**src/rtl/dram_arbiter_if.sv**
```systemverilog
// Request/response bundle between dram_arbiter, its two requesters and the DRAM port.
// The arbiter connects through the slave modport; the requesters and DRAM model use master.
interface dram_arbiter_if #(
    parameter int unsigned ADDR_W = 27,
    parameter int unsigned DATA_W = 32
);
    logic              p0_valid;
    logic [ADDR_W-1:0] p0_addr;
    logic [DATA_W-1:0] p0_din;
    logic              p0_rw;
    logic              p0_ready;
    logic [DATA_W-1:0] p0_dout;

    logic              p1_valid;
    logic [ADDR_W-1:0] p1_addr;
    logic [DATA_W-1:0] p1_din;
    logic              p1_rw;
    logic              p1_ready;
    logic [DATA_W-1:0] p1_dout;

    logic [ADDR_W-1:0] addr_dram;
    logic [DATA_W-1:0] din_dram;
    logic              rw_dram;
    logic              valid_dram;
    logic              ready_dram;
    logic [DATA_W-1:0] dout_dram;

    modport slave (
        input  p0_valid, p0_addr, p0_din, p0_rw,
        output p0_ready, p0_dout,
        input  p1_valid, p1_addr, p1_din, p1_rw,
        output p1_ready, p1_dout,
        output addr_dram, din_dram, rw_dram, valid_dram,
        input  ready_dram, dout_dram
    );

    modport master (
        output p0_valid, p0_addr, p0_din, p0_rw,
        input  p0_ready, p0_dout,
        output p1_valid, p1_addr, p1_din, p1_rw,
        input  p1_ready, p1_dout,
        input  addr_dram, din_dram, rw_dram, valid_dram,
        output ready_dram, dout_dram
    );
endinterface

```
**src/rtl/dram_arbiter.sv**
```systemverilog
// Shares one DRAM request port between instruction fetch (port 0) and load/store (port 1),
// one transaction in flight. Define DRAM_ARB_FIXED_PRIO_EN to make port 1 win every tie.
module dram_arbiter #(
    parameter int unsigned ADDR_W = 27,
    parameter int unsigned DATA_W = 32
) (
    input  logic           clk,
    input  logic           rst,
    dram_arbiter_if.slave  bus,
    output logic           busy
);
    typedef enum logic [1:0] {
        IDLE = 2'd0,
        BUSY = 2'd1,
        DONE = 2'd2
    } state_e;

    state_e            state_q, state_d;
    logic              grant_q, grant_d;
    logic              valid_q, valid_d;
    logic [ADDR_W-1:0] addr_q, addr_d;
    logic [DATA_W-1:0] din_q, din_d;
    logic              rw_q, rw_d;
    logic [DATA_W-1:0] p0_dout_q, p0_dout_d;
    logic [DATA_W-1:0] p1_dout_q, p1_dout_d;
    logic              p0_ready_q, p0_ready_d;
    logic              p1_ready_q, p1_ready_d;
    logic              busy_q, busy_d;
    logic              win1;

`ifdef DRAM_ARB_FIXED_PRIO_EN
    assign win1 = bus.p1_valid;
`else
    logic last_grant_q, last_grant_d;
    // On a tie the port that did not win last time goes next.
    assign win1 = bus.p1_valid & (~bus.p0_valid | ~last_grant_q);
`endif

    always_comb begin
        state_d    = state_q;
        grant_d    = grant_q;
        valid_d    = valid_q;
        addr_d     = addr_q;
        din_d      = din_q;
        rw_d       = rw_q;
        p0_dout_d  = p0_dout_q;
        p1_dout_d  = p1_dout_q;
        p0_ready_d = 1'b0;
        p1_ready_d = 1'b0;
`ifndef DRAM_ARB_FIXED_PRIO_EN
        last_grant_d = last_grant_q;
`endif
        unique case (state_q)
            IDLE: begin
                if (bus.p0_valid || bus.p1_valid) begin
                    grant_d = win1;
                    addr_d  = win1 ? bus.p1_addr : bus.p0_addr;
                    din_d   = win1 ? bus.p1_din  : bus.p0_din;
                    rw_d    = win1 ? bus.p1_rw   : bus.p0_rw;
                    valid_d = 1'b1;
                    state_d = BUSY;
                end
            end
            BUSY: begin
                if (bus.ready_dram) begin
                    valid_d = 1'b0;
                    if (!rw_q) begin
                        if (grant_q) p1_dout_d = bus.dout_dram;
                        else         p0_dout_d = bus.dout_dram;
                    end
`ifndef DRAM_ARB_FIXED_PRIO_EN
                    last_grant_d = grant_q;
`endif
                    // Completion pulse is registered so it lines up exactly with DONE.
                    p0_ready_d = ~grant_q;
                    p1_ready_d = grant_q;
                    state_d    = DONE;
                end
            end
            DONE:    state_d = IDLE;
            default: state_d = IDLE;
        endcase
        busy_d = (state_d != IDLE);
    end

    always_ff @(posedge clk) begin
        if (rst) begin
            state_q    <= IDLE;
            grant_q    <= 1'b0;
            valid_q    <= 1'b0;
            addr_q     <= '0;
            din_q      <= '0;
            rw_q       <= 1'b0;
            p0_dout_q  <= '0;
            p1_dout_q  <= '0;
            p0_ready_q <= 1'b0;
            p1_ready_q <= 1'b0;
            busy_q     <= 1'b0;
`ifndef DRAM_ARB_FIXED_PRIO_EN
            last_grant_q <= 1'b1;
`endif
        end else begin
            state_q    <= state_d;
            grant_q    <= grant_d;
            valid_q    <= valid_d;
            addr_q     <= addr_d;
            din_q      <= din_d;
            rw_q       <= rw_d;
            p0_dout_q  <= p0_dout_d;
            p1_dout_q  <= p1_dout_d;
            p0_ready_q <= p0_ready_d;
            p1_ready_q <= p1_ready_d;
            busy_q     <= busy_d;
`ifndef DRAM_ARB_FIXED_PRIO_EN
            last_grant_q <= last_grant_d;
`endif
        end
    end

    assign bus.addr_dram  = addr_q;
    assign bus.din_dram   = din_q;
    assign bus.rw_dram    = rw_q;
    assign bus.valid_dram = valid_q;
    assign bus.p0_dout    = p0_dout_q;
    assign bus.p1_dout    = p1_dout_q;
    assign bus.p0_ready   = p0_ready_q;
    assign bus.p1_ready   = p1_ready_q;
    assign busy           = busy_q;
endmodule

```
**src/flat_wrapper.sv**
```systemverilog
// flat-port wrapper written by rule: the top's interface ports become plain ports
module dram_arbiter_flat 
#(
    parameter int unsigned ADDR_W = 27,
    parameter int unsigned DATA_W = 32
)
  (clk, rst, busy, bus_p0_valid, bus_p0_addr, bus_p0_din, bus_p0_rw, bus_p0_ready, bus_p0_dout, bus_p1_valid, bus_p1_addr, bus_p1_din, bus_p1_rw, bus_p1_ready, bus_p1_dout, bus_addr_dram, bus_din_dram, bus_rw_dram, bus_valid_dram, bus_ready_dram, bus_dout_dram);
  dram_arbiter_if #(.ADDR_W(ADDR_W), .DATA_W(DATA_W)) bus_i ();
  input  logic clk;
  input  logic rst;
  output logic busy;
  input wire logic [$bits(bus_i.p0_valid)-1:0] bus_p0_valid;
  input wire logic [$bits(bus_i.p0_addr)-1:0] bus_p0_addr;
  input wire logic [$bits(bus_i.p0_din)-1:0] bus_p0_din;
  input wire logic [$bits(bus_i.p0_rw)-1:0] bus_p0_rw;
  output wire logic [$bits(bus_i.p0_ready)-1:0] bus_p0_ready;
  output wire logic [$bits(bus_i.p0_dout)-1:0] bus_p0_dout;
  input wire logic [$bits(bus_i.p1_valid)-1:0] bus_p1_valid;
  input wire logic [$bits(bus_i.p1_addr)-1:0] bus_p1_addr;
  input wire logic [$bits(bus_i.p1_din)-1:0] bus_p1_din;
  input wire logic [$bits(bus_i.p1_rw)-1:0] bus_p1_rw;
  output wire logic [$bits(bus_i.p1_ready)-1:0] bus_p1_ready;
  output wire logic [$bits(bus_i.p1_dout)-1:0] bus_p1_dout;
  output wire logic [$bits(bus_i.addr_dram)-1:0] bus_addr_dram;
  output wire logic [$bits(bus_i.din_dram)-1:0] bus_din_dram;
  output wire logic [$bits(bus_i.rw_dram)-1:0] bus_rw_dram;
  output wire logic [$bits(bus_i.valid_dram)-1:0] bus_valid_dram;
  input wire logic [$bits(bus_i.ready_dram)-1:0] bus_ready_dram;
  input wire logic [$bits(bus_i.dout_dram)-1:0] bus_dout_dram;
  assign bus_i.p0_valid = bus_p0_valid;
  assign bus_i.p0_addr = bus_p0_addr;
  assign bus_i.p0_din = bus_p0_din;
  assign bus_i.p0_rw = bus_p0_rw;
  assign bus_p0_ready = bus_i.p0_ready;
  assign bus_p0_dout = bus_i.p0_dout;
  assign bus_i.p1_valid = bus_p1_valid;
  assign bus_i.p1_addr = bus_p1_addr;
  assign bus_i.p1_din = bus_p1_din;
  assign bus_i.p1_rw = bus_p1_rw;
  assign bus_p1_ready = bus_i.p1_ready;
  assign bus_p1_dout = bus_i.p1_dout;
  assign bus_addr_dram = bus_i.addr_dram;
  assign bus_din_dram = bus_i.din_dram;
  assign bus_rw_dram = bus_i.rw_dram;
  assign bus_valid_dram = bus_i.valid_dram;
  assign bus_i.ready_dram = bus_ready_dram;
  assign bus_i.dout_dram = bus_dout_dram;
  dram_arbiter #(.ADDR_W(ADDR_W), .DATA_W(DATA_W)) u_core (.clk(clk), .rst(rst), .bus(bus_i), .busy(busy));
endmodule
```
**config.mk**
```make
export PLATFORM = sky130hd
export DESIGN_NAME = dram_arbiter_flat
export DESIGN_NICKNAME = d
export VERILOG_FILES = /design/src/rtl/dram_arbiter_if.sv /design/src/rtl/dram_arbiter.sv /design/src/flat_wrapper.sv
export SDC_FILE = /design/constraint.sdc
export NUM_CORES = 1
export LEC_CHECK = 0
export ABC_AREA = 0
export CAP_MARGIN = 0
export CORE_MARGIN = 2
export CORE_UTILIZATION = 36
export CTS_CLUSTER_DIAMETER = 150
export CTS_CLUSTER_SIZE = 30
export DETAILED_ROUTE_END_ITERATION = 6
export PLACE_DENSITY = 0.77
export RECOVER_POWER = 50
export SYNTH_ARGS = -nofsm -noshare
export SYNTH_HDL_FRONTEND = slang
export SYNTH_SLANG_ARGS = --single-unit
```
**constraint.sdc**
```tcl
create_clock -name clk -period 1.5 [get_ports clk]
set_input_delay 0.45 -clock clk [delete_from_list [all_inputs] [get_ports clk]]
set_output_delay 0.45 -clock clk [all_outputs]
set_load 0.05 [all_outputs]
```
; ---- Word-level counts from Yosys, hierarchy flattened
; Cells that the tools add are included.
[word_totals]
register_bits = 132
in_bits = 157
out_inout_bits = 128
wordCells = 42
[op_classes]
n_eq_ne = 3
n_mux = 9
bitwise_logic = 8
n_reduce_logical = 10
[ops]
columns = operator, count
row1 = $mux W32, 1
row2 = $mux W27, 1
row3 = $reduce_and A4 Y1, 2
row4 = $not A1 Y1, 6
row5 = $mux W2, 2
row6 = $pmux W2 S2, 1
row7 = $reduce_and A2 Y1, 2
row8 = $reduce_bool A2 Y1, 2
row9 = $mux W1, 3
row10 = $reduce_and A3 Y1, 1
row11 = $reduce_or A3 Y1, 1
row12 = $eq A2 B1 Y1 const B, 1
row13 = $logic_not A2 Y1, 1
row14 = $ne A2 B1 Y1 const B, 1
row15 = $ne A2 B2 Y1 const B, 1
row16 = $pmux W1 S2, 1
row17 = $and A1 B1 Y1, 1
row18 = $logic_or A1 B1 Y1, 1
row19 = $or A1 B1 Y1, 1

; ---- Longest topological paths before layout
[logic_depth]
depth_word = 4
depth_mapped = 5
ltp_nobuf = 3

; ---- Worst setup path after synthesis
; OpenSTA, ideal clock, no wires.
[synth_path]
kind = input-to-reg
startpoint = input rst
endpoint = register u_core.din_q[15], in the netlist u_core.bus.din_dram[15]
setup_time_ns = 0.142
arrival_ns = 1.434
path_slack_ns = -0.076
path_stages = 5
path_buffers = 4
path_cell_list = buf_2 clkbuf_1 clkbuf_1 buf_1 a311oi_1
[synth_rtl]
columns = element, line_no
row1 = "start, declared", flat_wrapper.sv:10  ; input logic rst;
row2 = "end signal, assigned", dram_arbiter.sv:107  ; din_q <= din_d;
row3 = "end, declared", dram_arbiter.sv:22  ; logic [DATA_W-1:0] din_q, din_d;
; No word-level cell between the ends.

; ---- Final worst setup path
[layout_path]
startpoint = register u_core.addr_q[26], in the netlist u_core.bus.addr_dram[26]
endpoint = output bus_addr_dram[26]
[layout_rtl]
columns = element, line_no
row1 = "start, declared", dram_arbiter.sv:21  ; logic [ADDR_W-1:0] addr_q, addr_d;
row2 = "start signal, assigned", dram_arbiter.sv:106  ; addr_q <= addr_d;
row3 = "end, declared", flat_wrapper.sv:24  ; output wire logic [$bits(bus_i.addr_dram)-1:0] bus_addr_dram;
; No word-level cell between the ends.

==> metrics.cfg <==
[timing]
slew_headroom_pct=77.8
final_max_slew_viol_count=0
setup_tns_ps=0
fin_worst_skew_ps=5.96
period_needed_ps=1470
finalWorstSetupSlack_ps=33.2
hold_viol=0
max_freq_ghz=0.682
tightest_slew_ps=332
setup_viol=0
fin_crit_sh_pct=97.8

[setup_path]
r2r_slack_ps=70
critPathRequiredTime_ps=1050
crit_buf_inv=1
start_kind=flip-flop
max_stage_delay_ps=430
cp.arrival_ps=1020
critPathKind=reg2out
slowest_stage=dfxtp_1
worst_path_dominant_cell_family=flip-flops
r2r_start=u_core.state_q[1]
crit_fanout=2
r2r_cells=6
r2r-end=u_core.bus.p0_dout[13]
crit_chain=buf_12
end_kind=output pin

[pwr]
power.density_mw_per_mm2=1140
ir_worst_vdd_mv=0.766
totalPowerFinal_mw=11.9
power.leakage_nw=4.25

[routing]
drtIter0Drc=277
remaining_drc_errors=0
wire_per_inst_um=17.8
antenna_left=0
first_pass_iters=4
viasPerCell=5.09
vias=5573
drt-total-wl_um=19500

[placed_design]
place_ws_ps=-507
portBuffers=284
dp_hpwl_um=13700
gp_congestion=0.828

[logic_synthesis]
yosysUniqueCellTypes=23
synth_area_per_cell_um2=9.05
syn_area_mm2=0.00557
syn_nets=773
synth-seq-cells=132
ys_warn_count=0
netlist_instances=616
synth_seq_area_share_pct=47.4

[status]
status=finished, final reports clean

[run]
maxCapViolCount=0

[clock_tree]
clk_pin_slew_ps=60
cts_num_sinks=132
clock_latency_ps=420
htreeDepth=4
cts_tree=done
cts_root_buf=clkbuf_16
cts.path.max_buffers=2
cts_buffers=17
hold_buffers=0

[floorplan]
start_util_pct=36.8
coreArea_mm2=0.0151
io_pins=285
die-area_mm2=0.0165
num_rows=45
die_h_um=128
die_w_um=128

[grt]
grt_max_degree=60
grt_pass1_vias=5674
antenna_found_initial=1
grt_pass1_wl_um=30200
grt-ovfl-total=0
track_usage_pct=23.8

[min_path]
hold_path_depth=2
min_path_type=reg2reg
min_to=u_core.bus.p1_dout[24]
hold_start=u_core.bus.p1_dout[24]

[cells_and_area]
utilization_pct=69.0
syn2layout_area_growth_pct=87.5
final_nets=1049
drive_gt1_share_pct=22.2
nFillCells=1107

==> per-layer routing <==
metal  track usage, %  vias up  part of all wire [%]
li1                 -     2695                     -
met1             26.7     2584                    39
met2             39.9      248                    49
met3             9.06       46                   8.5
met4             11.3        0                   3.7
met5                0        -                     0
==> report_power, final <==
part           internal (mW)  switching, mW
registers               3.76          0.236
logic                   1.53           1.63
clock network           3.12           1.59
==> worst max path at each step <==
| stage | from | endpoint | slack [ps] | depth (start not counted) |
|---|---|---|---|---|
| after global routing | u_core.state_q[1] | u_core.bus.p0_dout[13] | -3 | 6 |
| after global placement | bus_ready_dram | u_core.bus.p1_dout[23] | -480 | 5 |
| after CTS | u_core.bus.rw_dram | bus_rw_dram | 7 | 2 |
| after floorplan | rst | u_core.bus.din_dram[10] | 9 | 5 |
| after detailed placement | bus_p1_valid | u_core.bus.addr_dram[9] | -510 | 5 |
| final | u_core.bus.addr_dram[26] | bus_addr_dram[26] | 30 | 1 |
==> kinds of logic after synthesis <==
logic type	Yosys count	synth area share (%)
compound gates	128	15.8
simple gates	233	20.6
mux	64	11.5
buf+inv	59	4.65
flops	132	47.4
==> stage by stage <==
| step | instances | cell area [um2] | hold WS, ps |
|---|---|---|---|
| 5_1_grt | 1094 | 10500 | 489 |
| 3_3_place_gp | 1058 | 10100 | 494 |
| 3_5_place_dp | 1058 | 10100 | 496 |
| 6_report | 1094 | 10500 | 473 |
| 2_1_floorplan | 616 | 5580 | 453 |
| 4_1_cts | 1092 | 10800 | 490 |
==> Yosys cell counts, drive strengths merged <==
master,instances,share of area [%]
nand3b,1,0.36
or2,1,0.11
nor2,4,0.27
a211oi,1,0.13
or3,3,0.34
nand2b,96,11
clkbuf,42,2.8
a21boi,1,0.13
dfxtp,132,47
a21bo,1,0.18
a311oi,60,9.4
and2,1,0.11
a21o,1,0.13
mux2i,64,11
a211o,1,0.16
nand2,123,8.3
buf,15,1.7
inv,2,0.13
a21oi,63,5.7
nor3,4,0.36
==> cell usage in the layout, fill, tap and decap left out, types with 3 or more instances in the layout <==
| cell type | n |
|---|---|
| buf_12 | 112 |
| clkbuf_1 | 3 |
| mux2i_1 | 63 |
| nand2b_1 | 96 |
| dfxtp_2 | 3 |
| dlygate4sd2_1 | 3 |
| clkdlybuf4s50_1 | 152 |
| clkbuf_16 | 17 |
| clkbuf_4 | 30 |
| buf_6 | 3 |
| dfxtp_1 | 129 |
| a21oi_1 | 63 |
| a311oi_1 | 59 |
| bufinv_16 | 6 |
| nor2_1 | 3 |
| buf_4 | 11 |
| nand2_1 | 123 |
| clkinvlp_4 | 3 |
==> registers in the layout (all words and copies together), names as in the netlist, 2 cells and up <==
signal,cells
u_core.bus.din_dram,32
u_core.bus.p0_dout,32
u_core.bus.p1_dout,32
u_core.bus.addr_dram,27
u_core.state_q,2
==> cell type report <==
type | count | area, um2 | area share [%]
clock inverter | 13 | 230 | 2.20
antenna | 1 | 2.50 | 0.0239
clock buffer | 19 | 433 | 4.14
sequential | 132 | 2650 | 25.3
multi-input combinational | 425 | 2720 | 26.0
timing repair buffer | 314 | 4180 | 40.0
inverter | 2 | 7.51 | 0.0718
tap | 188 | 235 | 2.25
==> timing repair <==
| item | 4_1_cts | 5_1_grt |
|---|---|---|
| gates resized for setup | 13 | 3 |
| gates cloned | 1 | 0 |
| pin swaps | 4 | 1 |
| setup endpoints to repair | 78 | 14 |
| buffers inserted | 1 | 1 |
Note: power is estimated with default switching activity, not from simulation.
